### src/rtl/regfile_param.sv
`timescale 1ns/1ps
`default_nettype none
// ============================================================================
// Module   : regfile_param
// Purpose  : Parametrised miniRISC register file with link write, optional
//            hardwired zero and a handshaked full-file dump engine.
//            Optional feature macro: REGF_BYPASS_EN (same-cycle read forwarding)
// Revision : 1.0 - initial release
// ============================================================================
module regfile_param #(
    parameter int DATA_W   = 32,
    parameter int DEPTH    = 32,
    parameter int ADDR_W   = 5,
    parameter int LINK_IDX = DEPTH - 1,
    parameter int ZERO_REG = 1
) (
    input  logic              clk,
    input  logic              rst,
    input  logic [ADDR_W-1:0] reg1_index,
    input  logic [ADDR_W-1:0] reg2_index,
    input  logic [1:0]        reg_write,
    input  logic [DATA_W-1:0] data_write,
    output logic [DATA_W-1:0] reg1_value,
    output logic [DATA_W-1:0] reg2_value,
    input  logic [ADDR_W-1:0] show_index,
    output logic [DATA_W-1:0] reg_return,
    input  logic              dump_start,
    input  logic              dump_ready,
    output logic              dump_valid,
    output logic [ADDR_W-1:0] dump_index,
    output logic [DATA_W-1:0] dump_data,
    output logic              dump_busy,
    output logic              dump_done
);

    localparam logic [ADDR_W-1:0] c_LINK    = ADDR_W'(LINK_IDX);
    localparam logic [ADDR_W-1:0] c_LAST    = ADDR_W'(DEPTH - 1);
    localparam logic              c_ZERO_EN = (ZERO_REG != 0);

    typedef enum logic [1:0] {
        S_IDLE = 2'd0,
        S_RUN  = 2'd1,
        S_DONE = 2'd2
    } state_t;

    logic [DATA_W-1:0] r_regs [DEPTH];

    state_t            r_state;
    state_t            w_state_nxt;
    logic [ADDR_W-1:0] r_ptr;
    logic [ADDR_W-1:0] w_ptr_nxt;
    logic [DATA_W-1:0] r_dump_data;
    logic [DATA_W-1:0] w_dump_data_nxt;

    logic [ADDR_W-1:0] w_wr_idx;
    logic              w_wr_en;
    logic [ADDR_W-1:0] w_ptr_inc;
    logic [DATA_W-1:0] w_rd1;
    logic [DATA_W-1:0] w_rd2;
    logic [DATA_W-1:0] w_rd_show;
    logic [DATA_W-1:0] w_rd_cap0;
    logic [DATA_W-1:0] w_rd_capn;
    logic              w_fwd1;
    logic              w_fwd2;

    always_comb begin
        w_wr_idx = reg1_index;
        case (reg_write)
            2'b10:   w_wr_idx = reg1_index;
            2'b11:   w_wr_idx = reg2_index;
            2'b01:   w_wr_idx = c_LINK;
            default: w_wr_idx = reg1_index;
        endcase
    end

    // Writes aimed at the hardwired zero register are discarded here so that
    // the forwarding path inherits the same exception for free.
    assign w_wr_en = (reg_write != 2'b00) && !(c_ZERO_EN && (w_wr_idx == '0));

    always_ff @(posedge clk or posedge rst) begin
        if (rst) begin
            for (int i = 0; i < DEPTH; i++) begin
                r_regs[i] <= '0;
            end
        end else if (w_wr_en) begin
            r_regs[w_wr_idx] <= data_write;
        end
    end

    assign w_ptr_inc = r_ptr + 1'b1;

    assign w_rd1     = (c_ZERO_EN && (reg1_index == '0)) ? '0 : r_regs[reg1_index];
    assign w_rd2     = (c_ZERO_EN && (reg2_index == '0)) ? '0 : r_regs[reg2_index];
    assign w_rd_show = (c_ZERO_EN && (show_index == '0)) ? '0 : r_regs[show_index];
    assign w_rd_cap0 = c_ZERO_EN ? '0 : r_regs[0];
    assign w_rd_capn = (c_ZERO_EN && (w_ptr_inc == '0)) ? '0 : r_regs[w_ptr_inc];

`ifdef REGF_BYPASS_EN
    assign w_fwd1 = w_wr_en && (w_wr_idx == reg1_index);
    assign w_fwd2 = w_wr_en && (w_wr_idx == reg2_index);
`else
    assign w_fwd1 = 1'b0;
    assign w_fwd2 = 1'b0;
`endif

    assign reg1_value = w_fwd1 ? data_write : w_rd1;
    assign reg2_value = w_fwd2 ? data_write : w_rd2;
    assign reg_return = w_rd_show;

    always_ff @(posedge clk or posedge rst) begin
        if (rst) begin
            r_state     <= S_IDLE;
            r_ptr       <= '0;
            r_dump_data <= '0;
        end else begin
            r_state     <= w_state_nxt;
            r_ptr       <= w_ptr_nxt;
            r_dump_data <= w_dump_data_nxt;
        end
    end

    // Captures sample stored contents only, so a write on the capture edge
    // never leaks into the beat it lands on.
    always_comb begin
        w_state_nxt     = r_state;
        w_ptr_nxt       = r_ptr;
        w_dump_data_nxt = r_dump_data;
        case (r_state)
            S_IDLE: begin
                if (dump_start) begin
                    w_state_nxt     = S_RUN;
                    w_ptr_nxt       = '0;
                    w_dump_data_nxt = w_rd_cap0;
                end
            end
            S_RUN: begin
                if (dump_ready) begin
                    if (r_ptr == c_LAST) begin
                        w_state_nxt = S_DONE;
                    end else begin
                        w_ptr_nxt       = w_ptr_inc;
                        w_dump_data_nxt = w_rd_capn;
                    end
                end
            end
            S_DONE: begin
                w_state_nxt = S_IDLE;
            end
            default: begin
                w_state_nxt = S_IDLE;
            end
        endcase
    end

    assign dump_valid = (r_state == S_RUN);
    assign dump_busy  = (r_state == S_RUN) || (r_state == S_DONE);
    assign dump_done  = (r_state == S_DONE);
    assign dump_index = r_ptr;
    assign dump_data  = r_dump_data;

endmodule
`default_nettype wire

### config.mk
export PLATFORM = sky130hd
export DESIGN_NAME = regfile_param
export DESIGN_NICKNAME = d
export VERILOG_FILES = /design/src/rtl/regfile_param.sv
export SDC_FILE = /design/constraint.sdc
export NUM_CORES = 2
export LEC_CHECK = 0
export BUFFER_PORTS_ARGS = -buffer_cell sky130_fd_sc_hd__buf_2
export CAP_MARGIN = 20
export CORE_MARGIN = 10
export CORE_UTILIZATION = 58
export CTS_BUF_LIST = sky130_fd_sc_hd__clkbuf_4 sky130_fd_sc_hd__clkbuf_8 sky130_fd_sc_hd__clkbuf_16
export DETAILED_ROUTE_END_ITERATION = 10
export GPL_TIMING_DRIVEN = 0
export HOLD_SLACK_MARGIN = 0.15
export PLACE_DENSITY = 0.78
export SETUP_SLACK_MARGIN = 0.02
export SLEW_MARGIN = 20
export SYNTH_ARGS = -nofsm -noshare
export SYNTH_HDL_FRONTEND = slang
export SYNTH_SLANG_ARGS = --single-unit
### constraint.sdc
create_clock -name clk -period 31.8 [get_ports clk]
set_input_delay 3.18 -clock clk [delete_from_list [all_inputs] [get_ports clk]]
set_output_delay 3.18 -clock clk [all_outputs]
set_load 0.02 [all_outputs]
==> impl_results.md <==
- Nets: 5311
- # rows: 129
- Die span in x: 374 um
- Post-Syn Area per Cell: 14.8 sq um
- Commonest non-fill, non-tap cell in the layout: mux4_2
- H-Tree Level Count: 3
- Setup TNS: 0 ns
- Initial antenna violation count: 37
- Setup crit start kind: input port
- Final Hold Violating Endpoints: 0
- Drc violations: 0
- Main flop type after synthesis: dfrtp_1
- Post-DP HPWL: 267000 um
- Min cycle time layout: 10.75 ns
- Leak: 33.8 nW
- Clock-pin slew on the worst setup and hold paths: 0.06 ns
- Post-Syn Nets: 4961
- Global-route wire length before repair: 492000 um
- Grt ovf: 0
- Initial DRT Pass Iterations: 7
- Final Slew Violations: 0
- CP top delay family: buffers and inverters
- I/O Buffers: 176
- Hold crit path type: reg -> reg
- Sink Count: 1063
- DR WL/cell: 52.6 um
- Worst slew margin: 5.42%
- Fmax achieved: 0.0930 GHz
- Cell with the largest stage delay on the worst path: nor3_1
- Critical path buffer and inverter count: 6
- Tcrit/Tclk final: 33.8%
- Worst Setup End Kind: output pin
- # hold bufs at CTS: 0
- RSZ-0062 raised after global routing: false
- TritonCTS Buffers: 119
- Worst slew pin tran: 1.42 ns
- Clk_lat worst skew: 0.82 ns
- Initial DRC Count: 11773
- CP peak stage delay: 1.00 ns
- Ys Warns: 0
- Number of synthesized flops with an enable pin: 0
- GP Congestion: 1.12
- Core Util, Final: 65.6%
- GRT Total Usage: 52.3%
- Vias post-DR: 59313
- Setup Skew: 0.0205 ns
- Synth Instances: 4902
- Layout cells sized above 1: 51.4%
- CTS tree: yes
- Post-synthesis sequential area ratio: 36.7%
- Drt via density: 8.43
- WP data required: 28.62 ns
- Starting Density: 58.5%
- Status: finished clean
- Vias in the first global route: 56678
- Most frequent CP cell: buf_2
- Commonest non-fill, non-tap cells in the layout: mux4_2 (1109), dfrtp_1 (1063), mux2_2 (787), nand2_1 (385), buf_2 (353)
- Crit-path max FO: 10
- Die Height: 374 um
- Antenna Nets Post-Route: 0
- Yosys reg bits: 1063
- Area growth, synth to finish: 12.1%
- Boundary pin count: 189
- # Max-Cap Violations: 0
- Post CTS Setup Buffer Count: 0
- Cell area after synthesis: 72500 sq um
- Drt total wl: 370000 um
- Core area: 124000 sq um
- Clock Tree Root: clkbuf_16
- Post-synth cell types: 64
- Post-CTS Resized: 0
- Worst EP arrival: 7.57 ns
- Async set-or-reset flop fraction in the synthesized netlist: 100%
- Critical-path cell list: buf_2, buf_2, clkbuf_2, buf_16, clkbuf_2, a221oi_1, nor3_1, buf_2
- Peak supply drop: 70.6 uV
- Largest net degree at the start of global routing: 36
- Setup CP Type: in -> out
- Power Dens Cells: 77.8 nW/um^2
- Max Root-Sink Buffers: 3
- Final setup viols: 0
- Hold slack: 0.470 ns
- Die area: 140000 sq um
logic make-up after synthesis:
family                     share of synthesized area [%]
AOI/OAI and AO/OA                                   3.31
xor gates and xnor gates                          0.0483
adders and majority gates                          0.104
buffers and inverters                               4.50
DFF                                                 36.7
muxes                                               52.2
and+or+nand+nor                                     3.19
registers in the layout, summed over array words and instances (netlist names):
name        cells
dump_data      32
r_state         2
r_regs       1024
dump_index      5
power breakdown:
group | leakage, nW | switching [mW] | internal [mW]
logic | 18.0 | 1.42 | 1.19
clock network | 2.22 | 0.652 | 0.969
registers | 13.6 | 0.418 | 1.67
total | 33.8 | 2.49 | 3.83
Yosys cell counts (3+ instances only):
library cell,n,area share (%)
buf_2,163,1.1
nor2_4,3,0.047
o21ai_1,64,0.44
o211ai_1,17,0.18
nand3_1,38,0.26
clkbuf_1,279,1.4
nor2b_1,4,0.035
nand2b_1,9,0.078
nor3b_1,5,0.052
dfrtp_1,1063,37
o22ai_1,63,0.54
a21o_1,21,0.22
nor2_2,18,0.16
mux2_2,787,12
o221ai_1,27,0.33
a211o_1,20,0.24
nor2_1,15,0.078
a221oi_1,12,0.14
mux2_1,259,4.0
nor3_1,31,0.21
buf_6,17,0.26
mux2i_1,107,1.5
a21oi_1,37,0.26
a22oi_1,33,0.34
nor3_2,4,0.055
mux4_2,1109,34
o2bb2ai_1,14,0.17
or3_1,5,0.043
a211oi_1,5,0.052
buf_1,37,0.19
o21ai_0,18,0.12
ha_1,6,0.10
nand2_1,385,2.0
inv_1,91,0.47
buf_4,96,0.99
routing by layer:
layer / vias to the layer above / wire length (um) / global-route usage (%)
li1: 20328 / - / -
met1: 30315 / 114000 / 59.4
met2: 6762 / 146000 / 69.0
met3: 1884 / 65600 / 30.1
met4: 24 / 44000 / 46.9
met5: - / 353 / 1.17
area by class of cell:
type | count | area [sq um]
Antenna cell | 49 | 123
Buffer | 592 | 3020
Clock buffer | 162 | 3490
Clock inverter | 60 | 1020
Fill cell | 9027 | 42700
Inverter | 92 | 349
Multi-Input combinational cell | 3155 | 42700
Sequential cell | 1063 | 26600
Tap cell | 1637 | 2050
Timing Repair Buffer | 229 | 1950
per-stage QoR:
step                      instance area (sq um)  total power, mW  std cells  setup slack [ns]
after floorplan                           72500             3.57       4902             13.96
after global placement                    75400             4.46       6715              7.56
after detailed placement                  76600             4.53       6767             21.80
after CTS                                 81100             6.12       6989             21.80
after global routing                      81200             6.38       6997             21.48
final                                     81300             6.32       7039             21.05
final timing paths:
check                      cells past startpoint  slack [ns]                         to                      start
max in group asynchronous                     10       27.29    r_regs[668]$_DFFE_PP0P_                        rst
setup / recovery                               8       21.05             reg_return[15]              show_index[3]
setup reg to reg                              10       26.41   dump_data[7]$_DFFE_PP0P_  dump_index[1]$_DFFE_PP0P_
hold / removal                                 2        0.47  dump_data[19]$_DFFE_PP0P_  dump_data[19]$_DFFE_PP0P_
hold reg to reg                                2        0.47  dump_data[19]$_DFFE_PP0P_  dump_data[19]$_DFFE_PP0P_
min in group asynchronous                      2        2.29      r_regs[7]$_DFFE_PP0P_                        rst
tightest hold or removal path, cell delays in order (launching register included):
cell     delay, ns
dfrtp_1       0.33
nand2_1       0.05
nand3_1       0.06
(Power assumes the default switching activity.)
